[src/rtl/calc_pkg.sv]
// Shared definitions for the calculator mode controllers: DIV state encoding,
// default datapath width and the error-flag value reported on v.
package calc_pkg;

   localparam int DIV_WIDTH = 8;

   // Value driven onto a controller's v output when an operation is rejected.
   localparam logic ERR_FLAG = 1'b1;

   typedef enum logic [1:0] {
      IDLE = 2'd0,
      CALC = 2'd1,
      SIGN = 2'd2,
      DONE = 2'd3
   } div_state_e;

endpackage

[src/rtl/div_step.sv]
// One restoring-division iteration: shift the next dividend bit into the
// partial remainder, subtract the divisor when it fits, emit the quotient bit.
module div_step #(
   parameter int WIDTH = 8
) (
   input  logic [WIDTH-1:0] rem,
   input  logic             dvd_msb,
   input  logic [WIDTH-1:0] divisor,
   output logic [WIDTH-1:0] rem_next,
   output logic             q_bit
);

   // The partial remainder is always below the divisor, so after the shift it
   // needs WIDTH+1 bits while the restored result fits back into WIDTH bits.
   logic [WIDTH:0] shifted;
   logic [WIDTH:0] diff;
   logic [1:0]     unused_top;

   always_comb begin
      shifted  = {rem, dvd_msb};
      diff     = shifted - {1'b0, divisor};
      q_bit    = (shifted >= {1'b0, divisor});
      rem_next = q_bit ? diff[WIDTH-1:0] : shifted[WIDTH-1:0];
   end

   assign unused_top = {shifted[WIDTH], diff[WIDTH]};

endmodule

[src/rtl/div_ctrl.sv]
// Divide-mode controller: sequential restoring division started by a rising
// edge of div_. Define DIV_SIGNED_EN for two's-complement operands.
module div_ctrl
   import calc_pkg::*;
#(
   parameter int WIDTH = DIV_WIDTH
) (
   input  logic             clk,
   input  logic             rst,
   input  logic             div_,
   input  logic [WIDTH-1:0] a,
   input  logic [WIDTH-1:0] b,
   output logic [WIDTH-1:0] q,
   output logic [WIDTH-1:0] r,
   output logic             done,
   output logic             v,
   output logic             busy
);

   localparam int CW = $clog2(WIDTH + 1);

   div_state_e       state_q, state_d;
   logic             div_d_q, div_d_d;
   logic [WIDTH-1:0] dvd_q, dvd_d;
   logic [WIDTH-1:0] dvs_q, dvs_d;
   logic [WIDTH-1:0] rem_q, rem_d;
   logic [CW-1:0]    cnt_q, cnt_d;
   logic [WIDTH-1:0] q_q, q_d;
   logic [WIDTH-1:0] r_q, r_d;
   logic             done_q, done_d;
   logic             v_q, v_d;
   logic             busy_q, busy_d;
`ifdef DIV_SIGNED_EN
   logic             sgn_quo_q, sgn_quo_d;
   logic             sgn_rem_q, sgn_rem_d;
`endif

   logic             start;
   logic [WIDTH-1:0] rem_nx;
   logic             q_bit;

   div_step #(.WIDTH(WIDTH)) u_step (
      .rem      (rem_q),
      .dvd_msb  (dvd_q[WIDTH-1]),
      .divisor  (dvs_q),
      .rem_next (rem_nx),
      .q_bit    (q_bit)
   );

   assign start = div_ & ~div_d_q & (state_q == IDLE);

   always_comb begin
      state_d = state_q;
      div_d_d = div_;
      dvd_d   = dvd_q;
      dvs_d   = dvs_q;
      rem_d   = rem_q;
      cnt_d   = cnt_q;
      q_d     = q_q;
      r_d     = r_q;
      done_d  = 1'b0;
      v_d     = v_q;
      busy_d  = busy_q;
`ifdef DIV_SIGNED_EN
      sgn_quo_d = sgn_quo_q;
      sgn_rem_d = sgn_rem_q;
`endif

      case (state_q)
         IDLE: begin
            if (start) begin
               v_d    = 1'b0;
               busy_d = 1'b1;
               if (b == '0) begin
                  state_d = DONE;
                  v_d     = ERR_FLAG;
                  q_d     = '0;
                  r_d     = '0;
`ifdef DIV_SIGNED_EN
               end else if (a == {1'b1, {(WIDTH-1){1'b0}}} && b == '1) begin
                  state_d = DONE;
                  v_d     = ERR_FLAG;
                  q_d     = a;
                  r_d     = '0;
               end else begin
                  // Divide magnitudes; the signs are reapplied in SIGN.
                  state_d   = CALC;
                  dvd_d     = a[WIDTH-1] ? -a : a;
                  dvs_d     = b[WIDTH-1] ? -b : b;
                  rem_d     = '0;
                  cnt_d     = CW'(WIDTH);
                  sgn_quo_d = a[WIDTH-1] ^ b[WIDTH-1];
                  sgn_rem_d = a[WIDTH-1];
               end
`else
               end else begin
                  state_d = CALC;
                  dvd_d   = a;
                  dvs_d   = b;
                  rem_d   = '0;
                  cnt_d   = CW'(WIDTH);
               end
`endif
            end
         end

         CALC: begin
            // Quotient bits enter the dividend register from the bottom as the
            // dividend bits leave from the top.
            dvd_d = {dvd_q[WIDTH-2:0], q_bit};
            rem_d = rem_nx;
            cnt_d = cnt_q - CW'(1);
            if (cnt_q == CW'(1)) begin
               q_d = {dvd_q[WIDTH-2:0], q_bit};
               r_d = rem_nx;
`ifdef DIV_SIGNED_EN
               state_d = SIGN;
`else
               state_d = DONE;
               done_d  = 1'b1;
               busy_d  = 1'b0;
`endif
            end
         end

`ifdef DIV_SIGNED_EN
         SIGN: begin
            if (sgn_quo_q) q_d = -q_q;
            if (sgn_rem_q) r_d = -r_q;
            state_d = DONE;
            done_d  = 1'b1;
            busy_d  = 1'b0;
         end
`endif

         DONE: begin
            // Error starts jump here without a pulse; emit it on the way out.
            state_d = IDLE;
            if (!done_q) begin
               done_d = 1'b1;
               busy_d = 1'b0;
            end
         end

         default: state_d = IDLE;
      endcase
   end

   always_ff @(posedge clk or negedge rst) begin
      if (!rst) begin
         state_q <= IDLE;
         div_d_q <= 1'b0;
         dvd_q   <= '0;
         dvs_q   <= '0;
         rem_q   <= '0;
         cnt_q   <= '0;
         q_q     <= '0;
         r_q     <= '0;
         done_q  <= 1'b0;
         v_q     <= 1'b0;
         busy_q  <= 1'b0;
`ifdef DIV_SIGNED_EN
         sgn_quo_q <= 1'b0;
         sgn_rem_q <= 1'b0;
`endif
      end else begin
         state_q <= state_d;
         div_d_q <= div_d_d;
         dvd_q   <= dvd_d;
         dvs_q   <= dvs_d;
         rem_q   <= rem_d;
         cnt_q   <= cnt_d;
         q_q     <= q_d;
         r_q     <= r_d;
         done_q  <= done_d;
         v_q     <= v_d;
         busy_q  <= busy_d;
`ifdef DIV_SIGNED_EN
         sgn_quo_q <= sgn_quo_d;
         sgn_rem_q <= sgn_rem_d;
`endif
      end
   end

   assign q    = q_q;
   assign r    = r_q;
   assign done = done_q;
   assign v    = v_q;
   assign busy = busy_q;

endmodule

[config.mk]
export PLATFORM = sky130hd
export DESIGN_NAME = div_ctrl
export DESIGN_NICKNAME = d
export VERILOG_FILES = /design/src/rtl/calc_pkg.sv /design/src/rtl/div_step.sv /design/src/rtl/div_ctrl.sv
export SDC_FILE = /design/constraint.sdc
export NUM_CORES = 1
export LEC_CHECK = 0
export ABC_CLOCK_PERIOD_IN_PS = 2000
export BUFFER_PORTS_ARGS = -buffer_cell sky130_fd_sc_hd__buf_2
export CAP_MARGIN = 0
export CORE_ASPECT_RATIO = 1.25
export CORE_MARGIN = 2
export CORE_UTILIZATION = 51
export CTS_BUF_LIST = sky130_fd_sc_hd__clkbuf_16
export DETAILED_ROUTE_END_ITERATION = 16
export PLACE_DENSITY = 0.81
export SYNTH_ARGS = -nofsm -noshare
export SYNTH_HDL_FRONTEND = slang
export SYNTH_SLANG_ARGS = --single-unit
[constraint.sdc]
create_clock -name clk -period 2 [get_ports clk]
set_input_delay 0.2 -clock clk [delete_from_list [all_inputs] [get_ports clk]]
set_output_delay 0.2 -clock clk [all_outputs]
set_load 0.05 [all_outputs]
==> metrics, run 1 <==
multiplexer share of the synthesized area=3.95%; vias in the first global route=about 2100; family with the most delay on the worst path=simple AND/OR/NAND/NOR gates; antenna fix cells=0; Die Area=around 5700 um^2; post-route minimum period=1.92 ns; Netlist Area Pre-Place=around 2600 um^2; area post-placement=2940 um^2; Seq/Total Area, Yosys=48.1%; Final Hold Violating Endpoints=0; yosys warns=0; Chip Height=83.8 um; Netlist cell types=51; number of port buffers=37; CTS tree=built; CP Data Required Time=2.22 ns; EDFF count, synth=0; CP Buf/Inv Count=1; clock slew at reported path FFs=approximately 0.06 ns; initial core utilization=51.9%; DRT iter0 DRCs=141; worst hold path type=primary input to async pin; CP peak stage delay=0.51 ns; Crit Path Category=flip-flop to flip-flop; routed len/inst=between 15 and 20 um; reg-to-reg endpoint=r[3]; largest net degree at the start of global routing=51; Synth Net Count=slightly below 300; pre-CTS setup slack=0.0388 ns; most frequent cells in the layout=49 x dfrtp_1, 47 x nand2_1, 37 x buf_2, 26 x o21ai_1, 17 x inv_1; fin util=63.2%; Core Footprint=5010 um^2; total congestion overflow=0; via count=2155; Fmax=0.521 GHz; number of setup violations in the final report=0; Reg2Reg Depth=7; Area growth syn-to-layout=21.8%; Worst-Margin Slew=0.633 ns; Post-route DRC=0; main combinational cell family by area after synthesis=compound AO/OA/AOI/OAI gates; setup_tns=0 ns; Total GRT Usage=a little under a quarter; first-pass GRT wire length=10.1 mm; commonest non-fill, non-tap cell in the layout=dfrtp_1; root buffer selected by CTS=clkbuf_16; RePlAce Congestion=0.837; Async S/R FF share, synth=100%; CP arrival=2.14 ns; # H-tree levels=2; FF-to-FF Start=rem_q[1]; I/O pin cnt=38; Synth top area share=48.1%; Post-CTS Setup Inserts=0; share of post-route cells with drive strength above 1=29.2%; Top FF cell, synth=dfrtp_1; # rows=29; Worst setup SP type=flip-flop; crit share post-route=96.0%; fin. max-slew vios=0; crit-path cells=ha_4 > nand2_1 > o21ai_1 > a21oi_2 > buf_12 > or4_1 > nand3_1; fin nets=~350; worst setup margin=0.0799 ns; initial antenna violation count=0; post-synthesis cell count=around 260; Simple-Gate Fraction of Synth Area=16.5%; Worst Path Max Fanout=21; adder-cell share of the synthesized area=5.58%; status=completed; routed wire length=6.08 mm; CP endpoint kind=flip-flop; FF+latch count, synth=50; Antenna Nets Post-Route=0; Mapped Avg Cell Area=9.85 um^2; clk sinks=50; DR pass1 iterations=4; Post-DP HPWL=roughly 4.3 mm; Synth area leaders=dfrtp_1 48%, nand2_1 6.8%, ha_1 4.8%; Finished Cell Area=3170 um^2; Max Cap Viol=0; cts bufs inserted=5; clk_skew=0.00414 ns; Die X=67.9 um; worst skew pair latency=0.28 ns; XOR/XNOR Fraction of Synth Area=a little over 1%; post-synth top area cell=dfrtp_1; Compound-Gate Fraction of Synth Area=about a fifth; buffer levels on the longest clock path=2; Slew headroom=just under 60%; Via density=5.72; FF-to-FF setup slack=0.08 ns; Slowest-stage cell, CP=or4_1
kinds of logic (layout without fill, tap and decap cells):
logic type / count (synthesis) / count (layout)
adder cells (fa/ha/maj): 11 / 11
multiplexers: 9 / 9
XOR/XNOR: 3 / 3
flip-flops: 50 / 50
AND/OR/NAND/NOR: 86 / 86
AO/OA/AOI/OAI: 76 / 76
buffers and inverters: 29 / 80
repair_timing:
action / CTS / global route
endpoints found under the setup margin: 0 / 17
hold buffers: 0 / 0
resized for setup: 0 / 15
cell usage after synthesis (3+ instances only):
library cell  instances
dfrtp_1              50
nand2_1              47
o21ai_1              25
inv_1                17
nor2_1               12
a21oi_1              11
ha_1                 10
a32oi_1               7
a21o_1                5
mux2i_1               5
nor2b_1               5
o21ai_2               5
nand3_1               4
o31ai_1               4
a222oi_1              3
buf_2                 3
nand2b_1              3
o211ai_1              3
final cells by class:
type / count / area [um^2]
fillers: 385 / 1840
clock buffers: 5 / 125
well taps: 62 / 77.6
inverters: 19 / 71.3
flip-flops and latches: 50 / 1250
repair buffers: 54 / 325
multi-input cells: 185 / 1280
clock inverters: 2 / 33.8
worst max-delay path by stage:
stage	startpoint	endpoint	slack, ns	cells past startpoint
6_report	rem_q[1]	r[3]	0.08	7
5_1_grt	dvd_q[7]	rem_q[6]	-0.02	8
4_1_cts	rem_q[3]	rem_q[1]	0.008	7
3_5_place_dp	rem_q[3]	rem_q[1]	0.04	7
3_3_place_gp	rem_q[3]	rem_q[0]	0.06	7
2_1_floorplan	rem_q[5]	rem_q[0]	0.12	7
state kept, by name (all words and copies together) (netlist names):
register and cells:
div_d_q 1, busy 1, rem_q 8, dvs_q 8, cnt_q 4, state_q 2
q 8, v 1, r 8, done 1, dvd_q 8
worst register-to-register path, delay by kind of cell (launching register included):
family,cells,cell delay (ns)
AND/OR/NAND/NOR,3,0.66
flip-flops,1,0.44
adder cells (fa/ha/maj),1,0.33
AO/OA/AOI/OAI,2,0.27
buffers and inverters,1,0.16
routing by layer:
layer	part of all wire [%]	vias up	track usage, %
li1	-	1028	-
met1	40	1036	29.7
met2	52	81	39.5
met3	5.0	10	2.56
met4	2.9	0	7.45
met5	0	-	0
metrics by stage:
| stage | instances | hold WS (ns) |
|---|---|---|
| after global placement | 370 | 0.332 |
| after detailed placement | 370 | 0.336 |
| final | 377 | 0.0144 |
| after global routing | 377 | 0.0540 |
| after floorplan | 264 | -0.0956 |
| after CTS | 377 | 0.0424 |
Power of run 1 is left out: the tool's default activity adds up to more than one toggle a clock period on the data nets, which glitch-free logic cannot reach.
==> run 2: changes to the inputs <==
--- a/config.mk
+++ b/config.mk
@@ -9,5 +9,5 @@
 export BUFFER_PORTS_ARGS = -buffer_cell sky130_fd_sc_hd__buf_2
 export CAP_MARGIN = 0
-export CORE_ASPECT_RATIO = 1.25
+export CORE_ASPECT_RATIO = 0.5
 export CORE_MARGIN = 2
 export CORE_UTILIZATION = 51
==> constraint.sdc (replaced) <==
create_clock -name clk -period 2 [get_ports clk]
set_input_delay 0.2 -clock clk [delete_from_list [all_inputs] [get_ports clk]]
set_output_delay 0.2 -clock clk [all_outputs]
set_load 0.1 [all_outputs]
==> metrics, run 2 (synthesis gave the netlist of run 1 again) <==
Post-route DRC=0 (unchanged); total congestion overflow=0 (unchanged); pre-CTS setup slack=-0.0340 ns (-0.0728 ns); Slew headroom=67.7% (+9.8 points); worst skew pair latency=0.29 ns (about the same); Max Cap Viol=0 (unchanged); largest net degree at the start of global routing=24 (-53%); antenna fix cells=0 (unchanged); Fmax=0.501 GHz (-3.8%); via count=2240 (+3.9%); Final Hold Violating Endpoints=0 (unchanged); share of post-route cells with drive strength above 1=33.1% (+3.9 points); Area growth syn-to-layout=24.7%; initial antenna violation count=0 (unchanged); Core Footprint=4910 um^2 (-1.9%); CP endpoint kind=flip-flop; commonest non-fill, non-tap cell in the layout=dfrtp_1; Antenna Nets Post-Route=0 (unchanged); worst hold path startpoint=div_; Fillers=364 (-5.5%); clock slew at reported path FFs=0.07 ns (about the same); CP Data Required Time=2.23 ns (about the same); Total GRT Usage=23.4% (+0.39 points); Crit. Startpoint=rem_q[1]; CP arrival=2.23 ns (+0.09 ns); fin. max-slew vios=0 (unchanged); root buffer selected by CTS=clkbuf_16; Chip Height=54.5 um (-35%); buffer levels on the longest clock path=2 (unchanged); clk sinks=50 (unchanged); most frequent cells in the layout=48 x dfrtp_1, 47 x nand2_1, 38 x buf_2, 24 x o21ai_1, 18 x buf_4; FF-to-FF Start=rem_q[1]; routed len/inst=16.7 um (+3.6%); Via density=5.74 (+0.48%); # rows=18 (-38%); Worst Path Max Fanout=6 (-71%); # H-tree levels=2 (unchanged); clk_skew=0.00522 ns (+0.00108 ns); I/O pin cnt=38 (unchanged); CTS tree=built; DR pass1 iterations=5 (+1); Die Area=5720 um^2 (+0.55%); first-pass GRT wire length=10.0 mm (-0.41%); Die X=105 um (+55%); number of port buffers=37 (unchanged); DRT iter0 DRCs=191 (+35%); worst setup margin=0.00417 ns (-0.0757 ns); initial core utilization=53.0% (+1.0 points); crit share post-route=99.8% (+3.8 points); Worst-Margin Slew=0.489 ns (-0.144 ns); Worst setup SP type=flip-flop; vias in the first global route=2044 (-2.7%); fin nets=349 (+1.2%); worst hold path type=primary input to flip-flop; Post-DP HPWL=4.44 mm (+3.9%); cts bufs inserted=5 (unchanged); number of setup violations in the final report=0 (unchanged); RePlAce Congestion=0.949 (+13%); status=completed; routed wire length=6.52 mm (+7.2%); post-route minimum period=2.00 ns (+0.0757 ns); Crit Path Category=flip-flop to flip-flop
## run 2: changes by cell type in the layout (fill, tap and decap cells not counted), sizes merged
cell,change
bufinv,-1
dlygate4sd3,+1
buf,+3
inv,+1
clkinv,-1
clkinvlp,+2
## run 2: cell type report
class                           instances  area, um^2  area share [%]
Multi-Input combinational cell        185        1330            41.1
Sequential cell                        50        1250            38.7
Timing Repair Buffer                   58         347            10.7
Clock buffer                            5         125            3.86
Tap cell                               70        87.6            2.70
Inverter                               19        71.3            2.20
Clock inverter                          3        23.8           0.733
## run 2: final timing paths
kind | endpoint | slack [ns] | cells after the start
min reg2reg | q[1] | 0.48 | 2
min in group asynchronous | dvs_q[5] | 0.32 | 2
min | div_d_q | 0.05 | 1
max in group asynchronous | rem_q[4] | 1.09 | 3
max | rem_q[3] | 0.004 | 7
max reg2reg | rem_q[3] | 0.004 | 7
## run 2: what timing repair did
action,CTS,global route
setup buffers,0,1
pin swaps,1,4
endpoints found under the setup margin,7,13
hold buffers,1,0
gates resized for setup,9,17
endpoints found under the hold margin,10,0
cloned,0,1
## run 2: metrics by stage
step           hold WS (ns)  utilization (%)  instance area, um^2  setup TNS (ns)  std cells
6_report             0.0461             66.0                 3240               0        390
5_1_grt              0.0493             66.0                 3240         -0.0130        390
4_1_cts              0.0446             64.1                 3150               0        388
3_5_place_dp         0.0985             60.0                 2940         -0.0484        379
3_3_place_gp         0.0887             60.0                 2940               0        379
2_1_floorplan       -0.0956                -                 2600               0        264
## run 2: worst max-delay path, stage by stage, from the launching register on
cell     delay, ns
dfrtp_1       0.44
ha_4          0.35
nand2_1       0.08
o21ai_2       0.19
a21oi_2       0.12
buf_2         0.16
or4_1         0.51
nand2_1       0.08
## run 2: per-layer routing
| metal | wire (um) | share of wire (%) | vias up | global-route usage (%) |
|---|---|---|---|---|
| li1 | - | - | 1039 | - |
| met1 | 2820 | 43 | 1079 | 29.3 |
| met2 | 3060 | 47 | 100 | 40.7 |
| met3 | 422 | 6.5 | 22 | 4.76 |
| met4 | 223 | 3.4 | 0 | 11.1 |
| met5 | 0 | 0 | - | 0 |
Power of run 2 is left out for the same reason.
